===== src/rtl/alu_share_arbiter.sv =====
`default_nettype none
// ============================================================================
//  Module      : alu_share_arbiter
//  Description : Arbitrates two requesters onto one shared combinational ALU.
//                The granted command is registered, executed for one cycle,
//                and the result is returned on a valid/ready response channel.
//  Revision    : 1.0 - initial release
// ============================================================================
module alu_share_arbiter #(
    parameter int RR         = 1,
    parameter int GRANT_INIT = 0
) (
    input  logic        clk,
    input  logic        rst,

    input  logic        req0_valid,
    output logic        req0_ready,
    input  logic [2:0]  req0_opcode,
    input  logic [31:0] req0_a,
    input  logic [31:0] req0_b,
    input  logic        req0_cin,

    input  logic        req1_valid,
    output logic        req1_ready,
    input  logic [2:0]  req1_opcode,
    input  logic [31:0] req1_a,
    input  logic [31:0] req1_b,
    input  logic        req1_cin,

    output logic        rsp0_valid,
    input  logic        rsp0_ready,
    output logic        rsp1_valid,
    input  logic        rsp1_ready,
    output logic [31:0] rsp_result,
    output logic        rsp_cout,

    output logic [2:0]  alu_opcode,
    output logic [31:0] alu_a,
    output logic [31:0] alu_b,
    output logic        alu_cin,
    input  logic [31:0] alu_result,
    input  logic        alu_cout,

    output logic        busy
);

    localparam logic [1:0] S_IDLE = 2'd0;
    localparam logic [1:0] S_EXEC = 2'd1;
    localparam logic [1:0] S_RESP = 2'd2;

    logic [1:0]  r_state;
    logic [1:0]  w_state_next;
    logic        r_last_grant;
    logic        r_owner;
    logic [2:0]  r_opcode;
    logic [31:0] r_a;
    logic [31:0] r_b;
    logic        r_cin;
    logic [31:0] r_rsp_result;
    logic        r_rsp_cout;

    logic        w_winner;
    logic        w_accept;
    logic        w_rsp_done;

    // Winner is index 1 or 0; round-robin favours whoever was not served last.
    always_comb begin
        w_winner = 1'b0;
        if (req0_valid && req1_valid) begin
            w_winner = (RR != 0) ? ~r_last_grant : 1'b0;
        end else if (req1_valid) begin
            w_winner = 1'b1;
        end
    end

    assign w_accept   = (r_state == S_IDLE) && (req0_valid || req1_valid);
    assign w_rsp_done = (r_state == S_RESP) && (r_owner ? rsp1_ready : rsp0_ready);

    assign req0_ready = w_accept && !w_winner;
    assign req1_ready = w_accept &&  w_winner;

    always_comb begin
        w_state_next = r_state;
        case (r_state)
            S_IDLE:  if (w_accept)   w_state_next = S_EXEC;
            S_EXEC:                  w_state_next = S_RESP;
            S_RESP:  if (w_rsp_done) w_state_next = S_IDLE;
            default:                 w_state_next = S_IDLE;
        endcase
    end

    always_ff @(posedge clk or posedge rst) begin
        if (rst) begin
            r_state      <= S_IDLE;
            r_last_grant <= (GRANT_INIT != 0);
            r_owner      <= 1'b0;
            r_opcode     <= 3'd0;
            r_a          <= 32'd0;
            r_b          <= 32'd0;
            r_cin        <= 1'b0;
            r_rsp_result <= 32'd0;
            r_rsp_cout   <= 1'b0;
        end else begin
            r_state <= w_state_next;
            if (w_accept) begin
                r_owner  <= w_winner;
                r_opcode <= w_winner ? req1_opcode : req0_opcode;
                r_a      <= w_winner ? req1_a      : req0_a;
                r_b      <= w_winner ? req1_b      : req0_b;
                r_cin    <= w_winner ? req1_cin    : req0_cin;
            end
            if (r_state == S_EXEC) begin
                r_rsp_result <= alu_result;
                r_rsp_cout   <= alu_cout;
            end
            if (w_rsp_done) begin
                r_last_grant <= r_owner;
            end
        end
    end

    // The ALU sees the held command; it is left untouched while idle.
    assign alu_opcode = r_opcode;
    assign alu_a      = r_a;
    assign alu_b      = r_b;
    assign alu_cin    = r_cin;

    assign rsp0_valid = (r_state == S_RESP) && !r_owner;
    assign rsp1_valid = (r_state == S_RESP) &&  r_owner;
    assign rsp_result = r_rsp_result;
    assign rsp_cout   = r_rsp_cout;
    assign busy       = (r_state != S_IDLE);

endmodule
`default_nettype wire

===== config.mk =====
export PLATFORM = sky130hd
export DESIGN_NAME = alu_share_arbiter
export DESIGN_NICKNAME = d
export VERILOG_FILES = /design/src/rtl/alu_share_arbiter.sv
export SDC_FILE = /design/constraint.sdc
export NUM_CORES = 1
export LEC_CHECK = 0
export BUFFER_PORTS_ARGS = -buffer_cell sky130_fd_sc_hd__buf_2
export CAP_MARGIN = 20
export CORE_MARGIN = 5
export CORE_UTILIZATION = 43
export CTS_CLUSTER_DIAMETER = 40
export DETAILED_ROUTE_END_ITERATION = 8
export PLACE_DENSITY = 0.91
export SYNTH_ARGS = -nofsm -noshare
export SYNTH_HDL_FRONTEND = slang
export SYNTH_SLANG_ARGS = --single-unit

===== constraint.sdc =====
create_clock -name clk -period 3.4 [get_ports clk]
set_input_delay 0.17 -clock clk [delete_from_list [all_inputs] [get_ports clk]]
set_output_delay 0.17 -clock clk [all_outputs]
set_load 0.005 [all_outputs]

======== Word-level counts from Yosys, hierarchy flattened ========
Cells that the tools add are included.
word-level totals
  bits in registers ....................... 105
  input port bits ......................... 175
  output and inout bits ................... 106
  logic and storage cells ................. 37
cells by class
  equal/unequal tests ..................... 4
  muxes and demuxes ....................... 10
  bitwise logic cells ..................... 1
  reduce and logical (&&, ||, !) cells .... 13
operator list
  kind                  count
  $mux W32              2
  $logic_and A1 B1 Y1   7
  $pmux W2 S3           1
  $mux W1               4
  $mux W2               2
  $ne A2 B2 Y1 const B  2
  $mux W3               1
  $eq A2 B1 Y1 const B  1
  $eq A2 B2 Y1 const B  1
  $logic_not A1 Y1      2
  $logic_not A2 Y1      1
  $reduce_and A2 Y1     1
  $reduce_bool A2 Y1    1
  $logic_or A1 B1 Y1    1
  $not A1 Y1            1

======== Depth between registers and ports, before layout ========
  word-level depth ........................ 4
  depth in mapped cells ................... 6
  gate-level depth less buffers ........... 4

======== Worst setup path before layout ========
Ideal clock, no wire load.
  path type ............................... register to register
  from .................................... reg r_last_grant
  to ...................................... reg r_b[0], in the netlist alu_b[0]
  library setup time ...................... 126 ps
  data arrival time ....................... 1268 ps
  required time ........................... 3274 ps
  path slack .............................. 2006 ps
  cell stages (with the launch flop) ...... 6
  buffers on the path ..................... 2
  period minus slack after synthesis ...... 1394 ps
  cell sequence ........................... dfrtp_1 > a21bo_2 > and3_1 > buf_6 > buf_6 > a221o_1
between the ends
  longest elaborated chain between the ends .. 3
ends and longest elaborated chain
  what                    RTL line  source
  from (decl)             53        logic r_last_grant;
  from (signal assigned)  95        r_last_grant <= (GRANT_INIT != 0);
  from (signal assigned)  117       r_last_grant <= r_owner;
  $not A1 Y1              70        w_winner = (RR != 0) ? ~r_last_grant : 1'b0;
  $mux W1                 69        if (req0_valid && req1_valid) begin
  $mux W32                109       r_b <= w_winner ? req1_b : req0_b;
  to (signal assigned)    109
  to (decl)               57        logic [31:0] r_b;
Every way passes these cells.
A chain may end at the register's enable or synchronous reset.

======== Worst setup path after layout ========
  from .................................... reg r_last_grant
  to ...................................... out req0_ready
between the ends
  longest elaborated chain between the ends .. 4
ends and longest elaborated chain
  what                 RTL line  source
  $not A1 Y1           70
  $mux W1              69
  $logic_not A1 Y1     79        assign req0_ready = w_accept && !w_winner;
  $logic_and A1 B1 Y1  79
  to (decl)            17        output logic req0_ready,
Every way passes these cells.

==> results by group <==
Clock network
  • Maximum root-to-sink buffer count: 2
  • Latest clock arrival within the worst-skew pair: 350 ps
  • Clock edge transition at the registers on the reported setup and hold paths: 100 ps
  • CTS Root Buffer Type: sky130_fd_sc_hd__clkbuf_8
  • Number of instances resized during post-cts repair: 0
  • # clock sinks: 105
  • # Post-CTS Setup Buffers: 0
  • TritonCTS clock tree: yes
  • Count of hold-fix buffers inserted at cts: 0
  • TritonCTS Buffers: 9
  • Number of H-tree levels: 3

Worst setup path
  • Critical Path, Cell by Cell: a21bo_2 -> and3_1 -> buf_4 -> buf_2
  • Arrival time at the worst endpoint: 2180 ps
  • Maximum net fanout on the critical path: 41
  • Start of the worst register-to-register path: r_last_grant
  • Cells on worst reg2reg path: 4
  • Sort of element at the end of the critical path: output port
  • Cell with the largest stage delay on the worst path: sky130_fd_sc_hd__a21bo_2
  • Data required time at the worst endpoint: 3230 ps
  • Reg-to-Reg End: alu_b[22]
  • Worst reg-to-reg setup slack: 1430 ps
  • Delay of the slowest critical-path stage: 540 ps
  • Classification of the worst setup path: flip-flop to output port
  • Cell type group with the largest total delay on the critical path: buffers and inverters
  • Startpoint Class: flip-flop
  • Number of buffer and inverter stages on the critical path: 2

Synthesis
  • Part of the Yosys area used for sequential elements: 0.5837
  • Number of different library cells in the post-synthesis netlist: 24
  • Post-Synthesis Cell Area: 4502 µm²
  • Synthesized netlist net count: 562
  • Yosys warns: 0
  • Per-instance average area after synthesis: 11.63 µm²
  • Gate count after technology mapping: 387
  • Post-synthesis register bit count: 105

Die
  • Core Region: 10280 µm²
  • Ports: 281
  • Die Y: 112.3 µm
  • Die extent in x: 112.3 µm
  • Placement row count: 37
  • Initial cell density of the core: 0.4380
  • DIE AREA: 12620 µm²

Place
  • Global placer's final weighted congestion: 0.8579
  • Number of port buffers: 280
  • Placed wire-length estimate after detailed placement: 10690 µm

Hold path
  • Worst Hold Class: input port to flip-flop
  • End point of the worst hold path: rsp_result[23]
  • Hold Crit Start: alu_result[23]
  • Worst hold path stage count: 2

GRT
  • Remaining Overflow, GRT: 0
  • Number of global-route vias before repair: 4566
  • Wire length of the first global-routing pass: 22140 µm
  • Largest net degree at the start of global routing: 83
  • GRT Overall Usage: 0.2167
  • Number of antenna violations at the first check in global routing: 0

Layout
  • Area added between synthesis and finish: 37.24%
  • Final net count: 826
  • Most frequent cells in the layout: sky130_fd_sc_hd__buf_2, sky130_fd_sc_hd__dfrtp_1, sky130_fd_sc_hd__nand2_1
  • Fraction of layout instances using a drive strength above 1: 0.5191
  • Most common cell after layout, fill and taps aside: sky130_fd_sc_hd__buf_2
  • Diodes inserted: 0
  • Fillers: 858

Pwr
  • Net switching fraction of the power: 0.3579
  • Proportion of power drawn by flip-flops and latches: 0.421
  • Power Density: 871.3 nW/µm²
  • Peak supply drop: 0.3844 mV
  • Part of the total power dissipated in combinational logic: 0.436
  • Design Power: 0.005383 W
  • Clk network pwr share: 0.143
  • Switching power total: 0.001927 W
  • Internal power contribution: 0.003457 W
  • Static leakage: 3.281 nW

Timing
  • Highest clock rate: 425.3 MHz
  • Final cycle utilization of the critical path: 0.6915
  • Final hold slack: 40.40 ps
  • Setup skew after layout: 8.909 ps
  • Clock period minus final worst setup slack: 2351 ps
  • Max-slew violation total from the final report: 0
  • # setup viols final: 0
  • Slew @ Worst Pin: 862.0 ps
  • Normalized max-slew margin: 0.4247
  • Count of endpoints failing hold in the final timing report: 0
  • Setup_tns: 0 ps
  • Setup repair after global routing missed its margin: false

Detailed routing
  • Detailed Route Iter0 Violations: 286
  • DR vias: 4280
  • Average wire length per cell after detail routing: 17.90 µm
  • DRC violation count after routing: 0
  • Antenna violation net count after detailed routing: 0
  • Per-cell via count in the routed design: 5.411
  • Final WL: 14160 µm
  • Pre-Repair DR Iteration Count: 5

Run status
  • Status: finished clean

Flow run
  • Number of maximum-capacitance violations: 0
[registers in the layout (all words and copies together) (netlist names)]
signal,cells
alu_opcode,3
alu_a,32
rsp_result,32
rsp_cout,1
alu_cin,1
r_state,2
r_owner,1
r_last_grant,1
alu_b,32
[how the worst max path moves through the flow]
stage / startpoint / cells after the start / endpoint
3_5_place_dp: r_last_grant / 4 / req0_ready
3_3_place_gp: r_last_grant / 4 / req0_ready
4_1_cts: r_last_grant / 4 / req0_ready
2_1_floorplan: rst / 1 / alu_a[0]
5_1_grt: r_last_grant / 4 / req0_ready
6_report: r_last_grant / 4 / req0_ready
[layout make-up]
cell class / instances / area, µm² / area share
clock buffers: 12 / 155.1 / 0.02511
clock inverters: 3 / 40.04 / 0.006480
inverters: 3 / 13.76 / 0.002228
multi-input cells: 243 / 1680 / 0.2720
flip-flops and latches: 105 / 2628 / 0.4253
well taps: 136 / 170.2 / 0.02754
repair buffers: 289 / 1491 / 0.2414
[power by group through the flow]
stage	Clock (W)	Combinational [W]	Sequential [W]
detailed placement	0	0.00238	0.00227
CTS	0.000795	0.00237	0.00226
finish	0.000771	0.00235	0.00226
floorplan	0	0.00132	0.00228
global route	0.000855	0.00258	0.00235
global placement	0	0.00227	0.00223
[synth_stat cells]
library cell,n,area [µm²]
sky130_fd_sc_hd__buf_4,1,7.510
sky130_fd_sc_hd__mux2_2,34,382.9
sky130_fd_sc_hd__buf_1,4,15.01
sky130_fd_sc_hd__a22o_1,1,8.760
sky130_fd_sc_hd__a21bo_2,1,10.01
sky130_fd_sc_hd__clkbuf_1,12,45.04
sky130_fd_sc_hd__buf_2,14,70.07
sky130_fd_sc_hd__a221o_1,40,400.4
sky130_fd_sc_hd__dfrtp_1,105,2628
sky130_fd_sc_hd__o21ai_0,1,5.000
sky130_fd_sc_hd__and3_1,41,256.5
sky130_fd_sc_hd__a21boi_1,1,7.510
sky130_fd_sc_hd__inv_1,3,11.26
sky130_fd_sc_hd__a21o_1,2,15.01
sky130_fd_sc_hd__nor2_4,1,11.26
sky130_fd_sc_hd__nor2_1,2,7.510
sky130_fd_sc_hd__a31oi_1,28,175.2
sky130_fd_sc_hd__nand2b_1,2,12.51
sky130_fd_sc_hd__buf_6,5,56.30
sky130_fd_sc_hd__or2_1,1,6.260
sky130_fd_sc_hd__nor2b_1,1,6.260
sky130_fd_sc_hd__and2_1,1,6.260
sky130_fd_sc_hd__nand2_1,58,217.7
sky130_fd_sc_hd__a21oi_1,28,140.1
[worst register-to-register path: cells and delay by family, from the launching register on]
family                 cells  cell delay, ps
AO/OA/AOI/OAI              2             800
flip-flops                 1             450
buffers and inverters      1             440
AND/OR/NAND/NOR            1             210
[kinds of logic after synthesis]
logic type             synth area share
and+or+nand+nor                  0.1165
DFF                              0.5837
AOI/OAI and AO/OA                0.1693
buffers and inverters           0.04558
muxes                           0.08505
[through the flow]
stage / utilization / cell area, µm² / setup slack (ps) / std cells
finish: 0.6012 / 6178 / 1049 / 791
global route: 0.6012 / 6178 / 912.0 / 791
CTS: 0.5975 / 6141 / 1022 / 789
detailed placement: 0.5785 / 5946 / 1425 / 774
global placement: 0.5785 / 5946 / 1473 / 774
floorplan: - / 4502 / 469.5 / 387
[metal layers]
metal  vias to the layer above  share of wire  global-route usage
li1                       1949              -                   -
met1                      2045           0.38              0.2568
met2                       248           0.51              0.3786
met3                        38          0.082             0.04960
met4                         0          0.028             0.09054
met5                         -              0                   0
Note: power is estimated with default switching activity, not from simulation.
